<file path="config.mk">
export PLATFORM = sky130hd
export DESIGN_NAME = room_mode_scheduler
export DESIGN_NICKNAME = d
export VERILOG_FILES = /design/src/rtl/room_mode_scheduler.sv
export SDC_FILE = /design/constraint.sdc
export NUM_CORES = 1
export LEC_CHECK = 0
export CAP_MARGIN = 0
export CORE_MARGIN = 10
export CORE_UTILIZATION = 52
export CTS_CLUSTER_SIZE = 8
export DETAILED_ROUTE_END_ITERATION = 16
export PLACE_DENSITY = 0.77
export SYNTH_ARGS = -nofsm -noshare
export SYNTH_HDL_FRONTEND = slang
export SYNTH_SLANG_ARGS = --single-unit
</file>
<file path="constraint.sdc">
create_clock -name clk -period 1.9 [get_ports clk]
set_input_delay 0.57 -clock clk [delete_from_list [all_inputs] [get_ports clk]]
set_output_delay 0.57 -clock clk [all_outputs]
set_load 0.05 [all_outputs]
</file>
<file path="src/rtl/room_mode_scheduler.sv">
// room_mode_scheduler
//   Mode sequencer for the room controller (heater + lights). Three user
//   buttons and a motion sensor drive a Moore FSM. An inactivity timer starts
//   a timed fade into sleep. All outputs decode only the state register.
//
// Ports
//   clk          system clock, rising edge
//   rst_n        asynchronous active-low reset
//   power_btn    raw level, rising edge = power press
//   mode_btn     raw level, rising edge = mode press
//   sleep_btn    raw level, rising edge = sleep press
//   motion       level, high = occupant activity this cycle
//   sysOn        system enable
//   sleep        sleep mode (heater on, lights off)
//   atmospheric  dim/atmospheric light mode
//   lightsSel    white-light select
//   threshold    lights change threshold
//   state        current FSM state encoding (debug)
//
// state  | meaning
// -------+---------------------------------------------------
// OFF    | system disabled, waits for a power press
// NORMAL | default lighting
// WHITE  | white lights selected
// ATMOS  | dim/atmospheric lighting
// FADE   | timed dim before sleep, activity returns to ret_state
// SLEEP  | heater on, lights off
module room_mode_scheduler #(
    parameter int         IDLE_CYCLES = 1000,
    parameter int         FADE_CYCLES = 16,
    parameter logic [5:0] THR_NORMAL  = 6'd32,
    parameter logic [5:0] THR_ATMOS   = 6'd8
) (
    input  logic       clk,
    input  logic       rst_n,
    input  logic       power_btn,
    input  logic       mode_btn,
    input  logic       sleep_btn,
    input  logic       motion,
    output logic       sysOn,
    output logic       sleep,
    output logic       atmospheric,
    output logic       lightsSel,
    output logic [5:0] threshold,
    output logic [2:0] state
);

    localparam int IDLE_W = $clog2(IDLE_CYCLES);
    localparam int FADE_W = (FADE_CYCLES > 1) ? $clog2(FADE_CYCLES) : 1;
    localparam logic [IDLE_W-1:0] IDLE_LAST = IDLE_W'(IDLE_CYCLES - 1);
    localparam logic [FADE_W-1:0] FADE_LAST = FADE_W'(FADE_CYCLES - 1);

    typedef enum logic [2:0] {
        S_OFF    = 3'd0,
        S_NORMAL = 3'd1,
        S_WHITE  = 3'd2,
        S_ATMOS  = 3'd3,
        S_FADE   = 3'd4,
        S_SLEEP  = 3'd5
    } state_t;

    state_t            state_q;
    state_t            state_d;
    state_t            ret_state;
    logic              power_q;
    logic              mode_q;
    logic              sleep_q;
    logic [IDLE_W-1:0] idle_cnt;
    logic [FADE_W-1:0] fade_cnt;

    logic power_p;
    logic mode_p;
    logic sleep_p;
    logic activity;
    logic in_active;

    // Button history resets to 0, so a button held through reset release
    // registers as a press on the first clock.
    assign power_p   = power_btn & ~power_q;
    assign mode_p    = mode_btn  & ~mode_q;
    assign sleep_p   = sleep_btn & ~sleep_q;
    assign activity  = power_p | mode_p | sleep_p | motion;
    assign in_active = (state_q == S_NORMAL) || (state_q == S_WHITE) ||
                       (state_q == S_ATMOS);

    always_ff @(posedge clk or negedge rst_n) begin
        if (!rst_n) begin
            power_q <= 1'b0;
            mode_q  <= 1'b0;
            sleep_q <= 1'b0;
        end else begin
            power_q <= power_btn;
            mode_q  <= mode_btn;
            sleep_q <= sleep_btn;
        end
    end

    always_ff @(posedge clk or negedge rst_n) begin
        if (!rst_n) begin
            state_q   <= S_OFF;
            ret_state <= S_NORMAL;
        end else begin
            state_q <= state_d;
            if (state_d == S_FADE && state_q != S_FADE) begin
                ret_state <= state_q;
            end
        end
    end

    always_ff @(posedge clk or negedge rst_n) begin
        if (!rst_n) begin
            idle_cnt <= '0;
        end else if (activity || !in_active) begin
            idle_cnt <= '0;
        end else begin
            idle_cnt <= idle_cnt + IDLE_W'(1);
        end
    end

    // The fade counter is zero on the FADE entry edge and counts the cycles spent in FADE.
    always_ff @(posedge clk or negedge rst_n) begin
        if (!rst_n) begin
            fade_cnt <= '0;
        end else if (state_q == S_FADE && state_d == S_FADE) begin
            fade_cnt <= fade_cnt + FADE_W'(1);
        end else begin
            fade_cnt <= '0;
        end
    end

    always_comb begin
        state_d = state_q;
        case (state_q)
            S_OFF: begin
                if (power_p) state_d = S_NORMAL;
            end
            S_NORMAL, S_WHITE, S_ATMOS: begin
                if (power_p) begin
                    state_d = S_OFF;
                end else if (sleep_p) begin
                    state_d = S_FADE;
                end else if (mode_p) begin
                    case (state_q)
                        S_NORMAL: state_d = S_WHITE;
                        S_WHITE:  state_d = S_ATMOS;
                        default:  state_d = S_NORMAL;
                    endcase
                end else if (!motion && idle_cnt == IDLE_LAST) begin
                    state_d = S_FADE;
                end
            end
            S_FADE: begin
                if (power_p) begin
                    state_d = S_OFF;
                end else if (activity) begin
                    state_d = ret_state;
                end else if (fade_cnt == FADE_LAST) begin
                    state_d = S_SLEEP;
                end
            end
            S_SLEEP: begin
                if (power_p) begin
                    state_d = S_OFF;
                end else if (mode_p || sleep_p) begin
                    state_d = S_NORMAL;
                end
            end
            default: state_d = S_OFF;
        endcase
    end

    always_comb begin
        sysOn       = 1'b0;
        sleep       = 1'b0;
        atmospheric = 1'b0;
        lightsSel   = 1'b0;
        threshold   = 6'd0;
        case (state_q)
            S_NORMAL: begin
                sysOn     = 1'b1;
                threshold = THR_NORMAL;
            end
            S_WHITE: begin
                sysOn     = 1'b1;
                lightsSel = 1'b1;
                threshold = THR_NORMAL;
            end
            S_ATMOS, S_FADE: begin
                sysOn       = 1'b1;
                atmospheric = 1'b1;
                threshold   = THR_ATMOS;
            end
            S_SLEEP: begin
                sysOn     = 1'b1;
                sleep     = 1'b1;
                threshold = THR_NORMAL;
            end
            default: ;
        endcase
    end

    assign state = state_q;

endmodule

</file>
==> results of run 1 <==
-- power breakdown --
part | internal (mW) | switching (mW)
sequential | 0.545 | 0.0896
clock | 0.0804 | 0.154
combinational | 0.540 | 0.584
total | 1.17 | 0.827
-- state kept, by name (all words and copies together), names as in the netlist --
name	flops
sleep_q	1
power_q	1
mode_q	1
state	3
fade_cnt	4
idle_cnt	10
ret_state	3
-- routing by layer --
| metal | track usage, % | share of wire [%] | vias to the layer above |
|---|---|---|---|
| met3 | 3.85 | 6.2 | 10 |
| met5 | 0 | 0 | - |
| met1 | 14.4 | 42 | 529 |
| met2 | 19.7 | 50 | 46 |
| li1 | - | - | 505 |
| met4 | 3.10 | 1.9 | 0 |
-- critical path, stage by stage (launching register included) --
cell,delay [ns]
dfrtp_2,0.51
nor2b_4,0.17
a22o_4,0.25
buf_12,0.15
-- final cells by class --
| type | instances | area, um^2 | area share, % |
|---|---|---|---|
| clock buffers | 3 | 22.5 | 1.26 |
| clock inverters | 1 | 7.51 | 0.420 |
| inverters | 3 | 13.8 | 0.770 |
| multi-input cells | 96 | 731 | 40.9 |
| flip-flops and latches | 23 | 581 | 32.5 |
| well taps | 28 | 35.0 | 1.96 |
| repair buffers | 34 | 398 | 22.3 |
-- cell usage in the layout (no fill, tap or decap), types with 4 or more instances in the layout --
cell            synthesis  layout
buf_12                  0       9
buf_4                   4      18
nor2_1                 19      17
xor2_1                  7       7
conb_1                  1       4
dlymetal6s2s_1          0       4
and3_1                  4       4
nor2b_4                 1       4
nand3_1                 8       8
dfrtp_1                22      19
xnor2_1                 4       4
nand2_1                 9       8
-- through the flow --
step / cells / util [%] / power [mW] / setup slack (ns)
after detailed placement: 176 / 70.9 / 1.61 / -0.443
after CTS: 185 / 76.4 / 1.93 / -0.0594
after global placement: 176 / 70.9 / 1.59 / -0.309
after floorplan: 131 / - / 1.17 / 0.00484
after global routing: 188 / 79.3 / 2.07 / -0.119
final: 188 / 79.3 / 1.99 / -0.0646
-- kinds of logic after synthesis --
kind of cell	after synthesis
and+or+nand+nor	59
AOI/OAI and AO/OA	18
other	1
muxes	2
xor gates and xnor gates	11
DFF	23
buffers and inverters	12
adders and majority gates	2
-- worst max path at each step --
stage              start  slack, ns           end  depth (start not counted)
2_1_floorplan   state[0]      0.005  threshold[5]                          2
3_3_place_gp      motion      -0.31      state[0]                          6
3_5_place_dp   sleep_btn      -0.44  ret_state[1]                          6
4_1_cts         state[1]      -0.06  threshold[3]                          3
5_1_grt         state[2]      -0.12  threshold[3]                          4
6_report        state[1]      -0.06  threshold[3]                          3
-- repair_timing --
item	CTS	global route
gates cloned	0	0
pin swaps	4	3
endpoints found under the hold margin	0	0
setup endpoints to repair	12	18
buffers inserted	5	3
resized for setup	14	10
==> run_results.csv, run 1 <==
group,metric,value,unit
finish,fillers,135,
global_routing,grt_remaining_overflow,0,
placement,dp_hpwl,2240,um
global_routing,grt_max_degree,24,
floorplanning,row_count,17,
finish,diodes,0,
sta,grt_setup_unrepaired,"true",
floorplanning,die_w,69.0,um
hold_path,min_from,"mode_btn",
synthesis,synth.area.mux_share,1.60,%
synthesis,synthTopCellsByCount,"dfrtp_1 (22), nor2_1 (19), nand2_1 (9)",
sta,period_share,103,%
hold_path,min_path_cells,1,
synthesis,yosysWarningCount,0,
global_routing,grt_pass1_vias,1038,
floorplanning,start_util,55.4,%
clocking,clock_path_buffers,2,
clocking,htree_levels,1,
drt,wl_per_cell,16.7,um
synthesis,synth_area_per_cell,9.76,um^2
finish,nets,169,
sta,maxSlewViolCount,0,
synthesis,synth_area,1250,um^2
clocking,cts_buffers,3,
worst_setup_path,reg2reg_from,"state[0]",
drt,vias,1090,
global_routing,antenna_found_initial,0,
synthesis,synth_top_family_by_area,"simple AND/OR/NAND/NOR gates",
worst_setup_path,required,1.33,ns
sta,setup_viol,4,
synthesis,synth.top_cell.area_share,44.1,%
global_routing,grt.total_usage,11.9,%
finish,area_growth,43.2,%
clocking,clock_sinks,23,
synthesis,synth-xor-area-share,7.72,%
floorplanning,dieArea,4760,um^2
drt,drc,0,
sta,min_period,1.96,ns
synthesis,synth.area.top_cells,"dfrtp_1 (44%), nor2_1 (5.7%), xor2_1 (4.9%)",
sta,fin_hold_ws,0.404,ns
placement,place.gp.congestion,0.964,
synthesis,ys_seq_elements,23,
power_and_ir_drop,powerDensity,1110,nW/um^2
finish,final_area,1790,um^2
worst_setup_path,cp.arrival,1.39,ns
drt,dr.pass1.iters,4,
synthesis,seq_area_frac_synth,46.2,%
drt,drtIter0Drc,78,
synthesis,synth_most_common_cell,"dfrtp_1",
clocking,clock_latency,0.32,ns
synthesis,synth_edf_count,0,
placement,placedInstanceArea,1600,um^2
worst_setup_path,reg2reg_depth,5,
sta,fin_tns_setup,-0.149,ns
drt,ant_nets,0,
clocking,cts_root_buffer,"clkbuf_4",
sta,final_hold_viol_count,0,
worst_setup_path,crit_type,"reg -> out",
worst_setup_path,end_kind,"primary output",
clocking,clk_pin_slew_worst_paths,0.13,ns
power_and_ir_drop,peakVddDrop,0.988,mV
global_routing,grt_pass1_wl,4910,um
floorplanning,design.core.area,2250,um^2
hold_path,holdPathEnd,"mode_q",
clocking,tritoncts,"built",
worst_setup_path,r2r_slack,0.24,ns
worst_setup_path,start_kind,"register",
clocking,ctsHoldBuffers,0,
floorplanning,io-pin-count,19,
power_and_ir_drop,p_leak,0.821,nW
drt,wl,3140,um
synthesis,synth-compound-area-share,12.1,%
hold_path,hold_path.class,"in -> reg",
sta,setup_slack,-0.0646,ns
drt,routed_via_density,5.80,
placement,portBuffers,14,
synthesis,synth_fa_ha_area_share,2.00,%
synthesis,synthCells,128,
worst_setup_path,cp_max_fo,8,
sta,fmax,509,MHz
synthesis,ys_async_sr_fraction,100,%
job,maxCapViolCount,0,
synthesis,synth-simple-area-share,24.4,%
worst_setup_path,reg2reg_to,"ret_state[1]",
run_status,violations,"negative setup slack",
floorplanning,die_h,69.0,um
finish,drive_above_1_share,37.5,%
synthesis,synth-main-ff-cell,"dfrtp_1",
synthesis,synthDistinctLibCells,39,
synthesis,yosysTopAreaCell,"dfrtp_1",
sta,skew,0.00499,ns
run_status,status,"finished with violations",
Note: power is estimated with default switching activity, not from simulation.
==> run 2: changes to the inputs <==
CORE_MARGIN = 8   (was 10)
PLACE_DENSITY = 0.86   (was 0.77)
==> run 2 against run 1 <==
The flow still finishes with violations (negative setup slack). Clock-buffer cell count unchanged. Setup slack worse by 0.0037 ns. Non-clock buffer count increased by 3. Sequential cell count did not move. Critical endpoint is now ret_state[1]. Sequential share of layout area shrank 1.1 points. Critical path depth is 3 higher. Hold slack worse by 0.022 ns. Fmax shrank 0.19%. Die area decreased by 11%. Total power up 7.5%.
==> run_results.csv, run 2 (same netlist as run 1, synthesis figures left out) <==
group,metric,value,unit
clocking,clock_path_buffers,2,
run_status,status,"finished with violations",
global_routing,grt.total_usage,16.6,%
clocking,clk_pin_slew_worst_paths,0.13,ns
global_routing,antenna_found_initial,0,
finish,final_area,1850,um^2
floorplanning,die_w,65.0,um
hold_path,hold_path.class,"in -> reg",
sta,tightest_slew,0.494,ns
run_status,violations,"negative setup slack",
worst_setup_path,crit_type,"in -> reg",
global_routing,grt_remaining_overflow,0,
finish,finalCoreUtilization,82.9,%
drt,routed_via_density,6.18,
job,maxCapViolCount,0,
clocking,ctsHoldBuffers,0,
sta,slew_headroom,66.8,%
worst_setup_path,crit_chain,"clkdlybuf4s50_1 > nor2b_4 > nor4_2 > o311ai_2 > o211ai_4 > a32o_2",
global_routing,grt_pass1_vias,1138,
sta,fin_tns_setup,-0.261,ns
global_routing,grt_max_degree,24,
placement,placedInstanceArea,1600,um^2
sta,grt_setup_unrepaired,"true",
clocking,cts_root_buffer,"clkbuf_4",
clocking,clock_latency,0.33,ns
power_and_ir_drop,seqPwrFrac,29.0,%
sta,fin_hold_ws,0.382,ns
sta,fmax,508,MHz
power_and_ir_drop,p_clk_share,11.4,%
worst_setup_path,reg2reg_from,"idle_cnt[0]",
sta,setup_slack,-0.0683,ns
power_and_ir_drop,power.switching,911,uW
clocking,cts_buffers,3,
placement,place.gp.congestion,0.934,
placement,dp_hpwl,2270,um
worst_setup_path,end_kind,"register",
worst_setup_path,max_stage_delay,0.50,ns
drt,drtIter0Drc,123,
sta,skew,0.00516,ns
worst_setup_path,cp.arrival,2.20,ns
power_and_ir_drop,powerDensity,1160,nW/um^2
worst_setup_path,cp_slowest_cell,"clkdlybuf4s50_1",
worst_setup_path,cp_max_fo,5,
worst_setup_path,setup.worst_path.start,"sleep_btn",
sta,final_hold_viol_count,0,
finish,area_growth,48.2,%
drt,ant_nets,0,
finish,diodes,0,
finish,nets,172,
clocking,htree_levels,1,
finish,drive_above_1_share,41.7,%
finish,reg.largest.list,"idle_cnt (10), fade_cnt (4)",
finish,stdcell_count,191,
drt,dr.pass1.iters,4,
clocking,clock_sinks,23,
drt,vias,1181,
floorplanning,row_count,17,
floorplanning,design.core.area,2230,um^2
finish,largest-register,"idle_cnt",
sta,maxSlewViolCount,0,
power_and_ir_drop,p_leak,0.823,nW
global_routing,grt_pass1_wl,5460,um
floorplanning,io-pin-count,19,
drt,wl,4060,um
sta,min_period,1.97,ns
power_and_ir_drop,intPower,1.23,mW
finish,final_common_cell,"dfrtp_1",
floorplanning,die_h,65.0,um
placement,dp_cells,176,
clocking,tritoncts,"built",
floorplanning,dieArea,4230,um^2
hold_path,min_from,"mode_btn",
drt,wl_per_cell,21.3,um
power_and_ir_drop,swShare,42.6,%
floorplanning,start_util,55.9,%
finish,fillers,129,
power_and_ir_drop,p_comb_share,59.6,%
finish,final_cell_mix,"dfrtp_1 (19), buf_4 (18), nor2_1 (16)",
placement,portBuffers,14,
sta,period_share,104,%
power_and_ir_drop,peakVddDrop,0.833,mV
drt,drc,0,
worst_setup_path,required,2.13,ns
sta,setup_viol,6,
worst_setup_path,start_kind,"input port",
finish,largest_register_ffs,10,
==> run 2: cell types whose count changed in the layout (fill, tap and decap cells not counted), sizes merged <==
cell           before  now
dlymetal6s2s        4    2
clkinvlp            1    0
buf                29   32
clkinv              0    1
clkdlybuf4s50       1    3
==> run 2: final timing paths <==
kind | endpoint | slack [ns] | cells past startpoint
setup / recovery | ret_state[1] | -0.07 | 6
hold / removal | mode_q | 0.38 | 1
setup reg to reg | ret_state[0] | 0.09 | 5
hold reg to reg | fade_cnt[0] | 0.47 | 1
max in group asynchronous | ret_state[0] | 1.04 | 2
min in group asynchronous | idle_cnt[5] | 0.57 | 2
==> run 2: worst max-delay path, delay by kind of cell <==
kind | cells | cell delay, ns
compound gates | 3 | 0.80
buf+inv | 1 | 0.50
simple gates | 2 | 0.32
==> run 2: repair_timing <==
item	CTS	global route
setup endpoints to repair	13	20
setup buffers	8	4
pin swaps	5	8
resized for setup	18	14
==> run 2: cell type report <==
class                      count  area [um^2]  area share [%]
inverter                       3         13.8           0.744
clock buffer                   3         22.5            1.22
timing repair buffer          37          435            23.5
multi-input combinational     96          758            41.0
clock inverter                 1         5.00           0.270
tap                           28         35.0            1.89
sequential                    23          581            31.4
==> run 2: per-stage QoR <==
stage	total power [mW]	setup WS (ns)
2_1_floorplan	1.17	0.00484
3_3_place_gp	1.59	-0.311
3_5_place_dp	1.63	-0.382
4_1_cts	2.01	-0.0218
5_1_grt	2.21	-0.123
6_report	2.14	-0.0683
==> run 2: power groups by stage <==
| stage | clock network, mW | logic (mW) | registers, mW |
|---|---|---|---|
| after floorplan | 0 | 0.516 | 0.657 |
| after global placement | 0 | 0.968 | 0.626 |
| after detailed placement | 0 | 0.995 | 0.633 |
| after CTS | 0.232 | 1.17 | 0.607 |
| after global routing | 0.259 | 1.33 | 0.624 |
| final | 0.243 | 1.28 | 0.622 |
==> run 2: routing by layer <==
metal  GRT usage [%]  routed length (um)  vias up
met5               0                   0        -
met4            11.2                 233        0
met3            4.30                 350       26
met2            26.5                1900       86
met1            19.2                1580      560
li1                -                   -      509
==> run 3: changes to the inputs <==
TNS_END_PERCENT = 50   (was default)
clock period = 2 ns   (was 1.9 ns; I/O delays follow)
==> run 3 against run 2 <==
The run still ends with negative setup slack left. Final cell count decreased by 4.2%. Via count decreased by 5.3%. Clock-buffer cell count increased by 1. First-iteration DRC count decreased by 52%. Total power decreased by 14%. Routed wire length decreased by 14%. Core utilization decreased by 5.1 points. Clock skew increased by 0.00063 ns. Die area unchanged. Sequential share of layout area increased by 2.0 points. Highest routed layer unchanged.
==> run_results.csv, run 3 (same netlist as run 1, synthesis figures left out) <==
group,metric,value,unit
finish,diodes,0,
floorplanning,start_util,55.9,%
clocking,clk_pin_slew_worst_paths,0.13,ns
run_status,violations,"negative setup slack",
worst_setup_path,crit_chain,"nor2b_4 > a22o_2 > buf_12",
worst_setup_path,required,1.40,ns
sta,final_hold_viol_count,0,
sta,setup_slack,-0.0281,ns
sta,fin_tns_setup,-0.0687,ns
worst_setup_path,cp.arrival,1.43,ns
floorplanning,die_h,65.0,um
placement,place.gp.congestion,0.920,
finish,drive_above_1_share,33.5,%
placement,dp_cells,176,
sta,maxSlewViolCount,0,
finish,nets,164,
finish,final_cell_mix,"dfrtp_1 (20), nor2_1 (16), buf_4 (12)",
floorplanning,dieArea,4230,um^2
worst_setup_path,cp_top_family,"flip-flops",
worst_setup_path,crit_type,"reg -> out",
drt,wl_per_cell,19.1,um
run_status,status,"finished with violations",
drt,vias,1118,
job,maxCapViolCount,0,
worst_setup_path,cp_slowest_cell,"dfrtp_2",
placement,dp_hpwl,2220,um
clocking,clock_latency,0.32,ns
finish,area_growth,39.1,%
clocking,clock_path_buffers,2,
sta,min_period,2.03,ns
sta,fmax,493,MHz
drt,drc,0,
drt,routed_via_density,6.11,
drt,wl,3490,um
global_routing,grt.total_usage,14.8,%
placement,portBuffers,14,
clocking,cts_buffers,3,
worst_setup_path,max_stage_delay,0.51,ns
hold_path,hold_path.class,"in -> reg",
finish,largest-register,"idle_cnt",
clocking,htree_levels,1,
clocking,clock_sinks,23,
power_and_ir_drop,peakVddDrop,1.05,mV
clocking,tritoncts,"built",
power_and_ir_drop,powerDensity,1060,nW/um^2
floorplanning,design.core.area,2230,um^2
finish,stdcell_count,183,
sta,setup_viol,3,
sta,skew,0.00579,ns
finish,largest_register_ffs,10,
drt,dr.pass1.iters,4,
drt,ant_nets,0,
finish,reg.largest.list,"idle_cnt (10), fade_cnt (4)",
floorplanning,io-pin-count,19,
power_and_ir_drop,power,1.85,mW
global_routing,antenna_found_initial,0,
global_routing,grt_max_degree,24,
global_routing,grt_pass1_vias,1118,
worst_setup_path,start_kind,"register",
worst_setup_path,cp_max_fo,6,
placement,placedInstanceArea,1600,um^2
clocking,cts_root_buffer,"clkbuf_4",
finish,final_area,1740,um^2
worst_setup_path,crit_buf_inv,1,
finish,final_common_cell,"dfrtp_1",
sta,grt_setup_unrepaired,"true",
global_routing,grt_pass1_wl,5150,um
floorplanning,die_w,65.0,um
finish,fillers,134,
global_routing,grt_remaining_overflow,0,
drt,drtIter0Drc,59,
floorplanning,row_count,17,
sta,period_share,101,%
worst_setup_path,end_kind,"primary output",
power_and_ir_drop,p_leak,0.768,nW
[run 3: path summary, 6_finish.rpt]
kind                             start            to  slack [ns]  cells after the start
setup / recovery              state[1]  threshold[3]       -0.03                      3
hold / removal                mode_btn        mode_q        0.41                      1
setup reg to reg           idle_cnt[4]  ret_state[1]        0.20                      5
hold reg to reg            fade_cnt[0]   fade_cnt[0]        0.48                      1
max in group asynchronous        rst_n  ret_state[0]        1.10                      2
min in group asynchronous        rst_n   idle_cnt[7]        0.61                      2
[run 3: stage by stage]
step,hold WS [ns],setup slack (ns),utilization (%)
global route,0.412,-0.0610,77.8
finish,0.410,-0.0281,77.8
detailed placement,0.457,-0.379,71.4
floorplan,0.304,-0.0454,-
CTS,0.473,0.00531,75.3
global placement,0.448,-0.268,71.4
[run 3: power breakdown]
part	internal (mW)	switching (mW)	total, mW	leakage [nW]
combinational	0.476	0.568	1.04	0.448
sequential	0.517	0.0607	0.577	0.305
clock	0.0783	0.148	0.226	0.0150
total	1.07	0.777	1.85	0.768
[run 3: final cells by class]
cell class	instances	area (um^2)	share of cell area, %
Sequential cell	23	579	33.4
Inverter	3	11.3	0.648
Clock buffer	4	26.3	1.51
Timing Repair Buffer	29	372	21.4
Tap cell	28	35.0	2.02
Multi-Input combinational cell	96	713	41.1
[run 3: worst register-to-register path, cell delays in order, from the launching register on]
cell and delay, ns:
dfrtp_1 0.44, nor4b_2 0.30, nand4b_1 0.23, or3_1 0.44, o211ai_2 0.12, a32o_2 0.22
[run 3: timing repair]
item,CTS,global route
endpoints found under the setup margin,8,13
resized for setup,7,13
gates cloned,0,0
setup buffers,3,0
hold buffers,0,0
pin swaps,0,4
[run 3: per-layer routing]
layer  up-vias  wire (um)  GRT usage (%)
met1       546       1310           18.3
met4         0        171           4.63
met2        60       1780           25.6
met5         -          0              0
met3        18        227           2.23
li1        494          -              -
